<file path="src/rtl/alu_mult_sequencer.sv">
// Iterative shift-add multiplier that borrows the shared ALU adder for one ADD per step.
// Optional early termination when the remaining multiplier bits are zero: EARLY_TERM_EN.
module alu_mult_sequencer #(
  parameter int unsigned WIDTH   = 32,
  parameter logic [3:0]  OP_ADD  = 4'b0011,
  parameter logic [3:0]  OP_IDLE = 4'b0000
) (
  input  logic             clk,
  input  logic             reset,
  input  logic             start,
  input  logic [WIDTH-1:0] multiplicand,
  input  logic [WIDTH-1:0] multiplier,
  output logic             busy,
  output logic             done,
  output logic [WIDTH-1:0] product,
  output logic             alu_own,
  output logic [3:0]       alu_operation,
  output logic [WIDTH-1:0] alu_a,
  output logic [WIDTH-1:0] alu_b,
  input  logic [WIDTH-1:0] alu_result
);

  localparam int unsigned CW = $clog2(WIDTH);

  typedef enum logic [1:0] {
    IDLE = 2'd0,
    RUN  = 2'd1,
    DONE = 2'd2
  } state_t;

  state_t           state, state_next;
  logic [WIDTH-1:0] acc, acc_next;
  logic [WIDTH-1:0] mcand, mcand_next;
  logic [WIDTH-1:0] mplier, mplier_next;
  logic [CW-1:0]    count, count_next;
  logic [WIDTH-1:0] product_next;
  logic             last_step;

  // State and datapath registers
  always_ff @(posedge clk or negedge reset) begin
    if (!reset) begin
      state   <= IDLE;
      acc     <= '0;
      mcand   <= '0;
      mplier  <= '0;
      count   <= '0;
      product <= '0;
    end else begin
      state   <= state_next;
      acc     <= acc_next;
      mcand   <= mcand_next;
      mplier  <= mplier_next;
      count   <= count_next;
      product <= product_next;
    end
  end

  // Exit condition for the current RUN iteration
  always_comb begin
`ifdef EARLY_TERM_EN
    last_step = (count == CW'(WIDTH - 1)) || (mplier[WIDTH-1:1] == '0);
`else
    last_step = (count == CW'(WIDTH - 1));
`endif
  end

  // Next-state and datapath update
  always_comb begin
    state_next   = state;
    acc_next     = acc;
    mcand_next   = mcand;
    mplier_next  = mplier;
    count_next   = count;
    product_next = product;
    case (state)
      IDLE: begin
        if (start) begin
          mcand_next  = multiplicand;
          mplier_next = multiplier;
          acc_next    = '0;
          count_next  = '0;
          state_next  = RUN;
        end
      end
      RUN: begin
        acc_next    = mplier[0] ? alu_result : acc;
        mcand_next  = {mcand[WIDTH-2:0], 1'b0};
        mplier_next = {1'b0, mplier[WIDTH-1:1]};
        count_next  = CW'(count + CW'(1));
        if (last_step) begin
          state_next   = DONE;
          product_next = acc_next;
        end
      end
      DONE:    state_next = IDLE;
      default: state_next = IDLE;
    endcase
  end

  // ALU steering and status decode from registered state only
  always_comb begin
    busy          = (state != IDLE);
    done          = (state == DONE);
    alu_own       = (state == RUN);
    alu_operation = alu_own ? OP_ADD : OP_IDLE;
    alu_a         = alu_own ? acc : '0;
    alu_b         = alu_own ? mcand : '0;
  end

endmodule

</file>
<file path="config.mk">
export PLATFORM = sky130hd
export DESIGN_NAME = alu_mult_sequencer
export DESIGN_NICKNAME = d
export VERILOG_FILES = /design/src/rtl/alu_mult_sequencer.sv
export SDC_FILE = /design/constraint.sdc
export NUM_CORES = 1
export LEC_CHECK = 0
export BUFFER_PORTS_ARGS = -buffer_cell sky130_fd_sc_hd__buf_2
export CAP_MARGIN = 20
export CORE_ASPECT_RATIO = 1.5
export CORE_MARGIN = 3
export CORE_UTILIZATION = 54
export DETAILED_ROUTE_END_ITERATION = 10
export HOLD_SLACK_MARGIN = 0.05
export PLACE_DENSITY = 0.82
export SYNTH_ARGS = -nofsm -noshare
export SYNTH_HDL_FRONTEND = slang
export SYNTH_SLANG_ARGS = --single-unit
</file>
<file path="constraint.sdc">
create_clock -name clk -period 2.6 [get_ports clk]
set_clock_uncertainty 0.15 [all_clocks]
set_input_delay 0.52 -clock clk [delete_from_list [all_inputs] [get_ports clk]]
set_output_delay 0.52 -clock clk [all_outputs]
set_load 0.05 [all_outputs]
</file>
==> flow_summary.toml <==
[critical_path]
worstPathRequired_ns = 1.93
rrSetupSlack_ns = 0.41
cp.arrival_ns = 1.86
r2r_end = "acc[21]"
setup.worst_path.end = "alu_a[22]"
startpoint = "state[1]"
r2r-start = "state[1]"
reg2reg_depth = 4
path_max_fanout = 30
startpoint_type = "flip-flop"
critPathCaptureType = "primary output"
path_class = "flip-flop to primary output"

[layout]
design_area_um2 = 7730
nFillCells = 782
syn_to_final_growth_pct = 29.0
drive_above_1_share = 0.342
nNetsFinal = 824

[synthesis]
synth.area.top_cells = "dfrtp_1 56%, and2_1 6.8%, o21ai_0 5.9%, mux2i_1 5.5%, a221o_1 5.2%"
yosys.area_share.simple = 0.123
synthCells = 541
yosysTopAreaCell = "dfrtp_1"
synth_top_family_by_area = "compound AO/OA/AOI/OAI gates"
synth_top_area_frac = 0.564
yosysUniqueCellTypes = 27
synth_compound_area_frac = 0.202
synth.mux.area_fraction = 0.0552
ys_ff_latch = 135
synthAdderAreaFrac = 0.00418
synthesis.area_um2 = 5990
synth_xor_area_frac = 0.00146
avgSynthCellArea_um2 = 11.1
yosysSeqAreaShare = 0.564
yosys_warnings = 0

[floorplan]
ioPinCount = 202
dieArea_um2 = 12400
die_w_um = 92.0
num_rows = 46
die_h_um = 135
initial_utilization = 0.559
coreArea_um2 = 10700

[drt]
routed_wl_um = 15800
dr_wl_met3_um = 874
drc = 0
drt-met1-wl_um = 6010
ant_nets = 0
wl_per_cell_um = 17.9
first_iter_violations = 329
highest_layer = "met4"
detail_route.vias_per_cell = 5.71
vias = 5037
dr.pass1.iters = 5
wl_met2_um = 8510

[timing]
finalWorstSetupSlack_ns = 0.0732
drv_slew = 0
fin_crit_ns = 2.53
finalCritPeriodShare = 0.972
slew-limit-headroom = 0.312
rsz0062_at_grt = "yes"
max_freq_mhz = 396
tightest_slew_ns = 1.03
fin_tns_setup_ns = 0
setup_viol = 0
hold_viol_final = 0

[global_routing]
antenna_found_initial = 2
grt_overflow = 0
grt_usage = 0.256
grt_pass1_wl_um = 25400
grt_start_max_net_pins = 66
grt_pass1_vias = 5171

[cts]
clock-sinks = 135
htree_num_levels = 4
cts_max_path_buffers = 2
cts_buffers = 17
clockRootBuffer = "clkbuf_16"
clk_pin_slew_ns = 0.05
postCtsSetupRepairBufs = 0
insertion_delay_ns = 0.40
cts_tree = "done"

[status]
status = "finished, final reports clean"

[power]
p_per_area_nw_per_um2 = 1550
ir_worst_vdd_v = 0.00100
p_leak_nw = 3.79

[place]
place_hpwl_um = 10400
place_congestion = 0.791
io_buffer_count = 199
pre_cts_slack_ns = 0.313
placed_area_um2 = 7040

[flow_run]
max_cap_viol_count = 0

[worst_hold_path]
hold_class = "input port to flip-flop"
-- state kept, by name, summed over array words and instances, names as in the netlist --
register / count
acc: 32
count: 5
product: 32
mcand: 32
state: 2
mplier: 32
-- worst min-delay path by stage --
stage,slack [ns],end,startpoint,cells past startpoint
after global routing,0.19,mcand[22],multiplicand[22],2
after global placement,0.31,product[0],product[0],2
after floorplan,0.07,acc[0],reset,0
after CTS,0.17,mcand[0],multiplicand[0],3
final,0.19,mcand[0],multiplicand[0],3
after detailed placement,0.31,product[2],product[2],2
-- Yosys cell counts --
master and number:
xor2_1 1, and2_1 65, mux2i_1 33, nand3_1 1
or2_2 1, inv_1 1, buf_4 8, a21oi_1 1
dfrtp_1 135, clkbuf_1 13, a221o_1 31, a22o_1 32
o21ai_0 70, and3_1 1, buf_6 4, a22oi_1 31
nand2b_1 1, conb_1 1, ha_1 2, nand3b_1 1
nor3b_1 1, o21ba_2 1, nand2_1 72, buf_2 27
o21bai_1 3, inv_2 1, nor2b_1 3
-- critical path, cell delays in order, from the launching register on --
cell      delay (ns)
dfrtp_1         0.38
nand2b_2        0.28
inv_2           0.13
buf_6           0.22
and2_1          0.19
clkbuf_4        0.24
-- per-stage QoR --
step            util  hold slack, ns  instances  power [W]
4_1_cts        0.711           0.170        880     0.0119
3_5_place_dp   0.658           0.315        847    0.00962
5_1_grt        0.722           0.186        882     0.0126
2_1_floorplan      -          0.0744        542    0.00822
3_3_place_gp   0.658           0.307        847    0.00944
6_report       0.722           0.188        882     0.0120
-- layer usage --
| metal | GRT usage | vias up |
|---|---|---|
| met5 | 0 | - |
| met2 | 0.432 | 203 |
| met4 | 0.124 | 0 |
| met1 | 0.312 | 2500 |
| met3 | 0.0563 | 36 |
| li1 | - | 2298 |
-- cells by family (layout without fill, tap and decap cells) --
kind of cell             count (synthesis)  count (layout)
buffers and inverters                   54             248
other                                    1               4
adder cells (fa/ha/maj)                  2               2
multiplexers                            33              33
XOR/XNOR                                 1               1
flip-flops                             135             135
AO/OA/AOI/OAI                          169             169
AND/OR/NAND/NOR                        146             146
-- cell usage in the layout, fill, tap and decap left out, drive strengths merged --
cell	count
and3	1
mux2i	33
conb	2
diode	2
and2	65
clkbuf	64
a221o	31
dfrtp	135
nand3	1
o21ai	70
xor2	1
o21bai	3
clkinvlp	5
a22oi	31
buf	172
clkinv	3
nand3b	1
dlygate4sd3	1
a22o	32
nand2	72
nand2b	1
ha	2
o21ba	1
or2	1
nor3b	1
inv	3
a21oi	1
nor2b	3
-- final cells by class --
class                   count  area [um2]  area share
repair buffers            214        1260       0.163
multi-input cells         353        2340       0.303
clock inverters             9        68.8     0.00891
flip-flops and latches    135        3380       0.437
inverters                   2        7.51    0.000972
clock buffers              23         488      0.0631
diodes                      2        5.00    0.000648
well taps                 144         180      0.0233
-- report_power, final --
group / internal (W) / switching [W] / total (W)
registers: 0.00305 / 0.000617 / 0.00366
clock network: 0.00132 / 0.000873 / 0.00220
logic: 0.00187 / 0.00426 / 0.00612
total: 0.00624 / 0.00574 / 0.0120
-- timing repair --
action,CTS,global route
hold buffers,1,0
cloned,0,0
gates resized for setup,3,42
endpoints found under the setup margin,64,40
endpoints found under the hold margin,49,0
No activity file was read; power rests on OpenSTA's default activity.
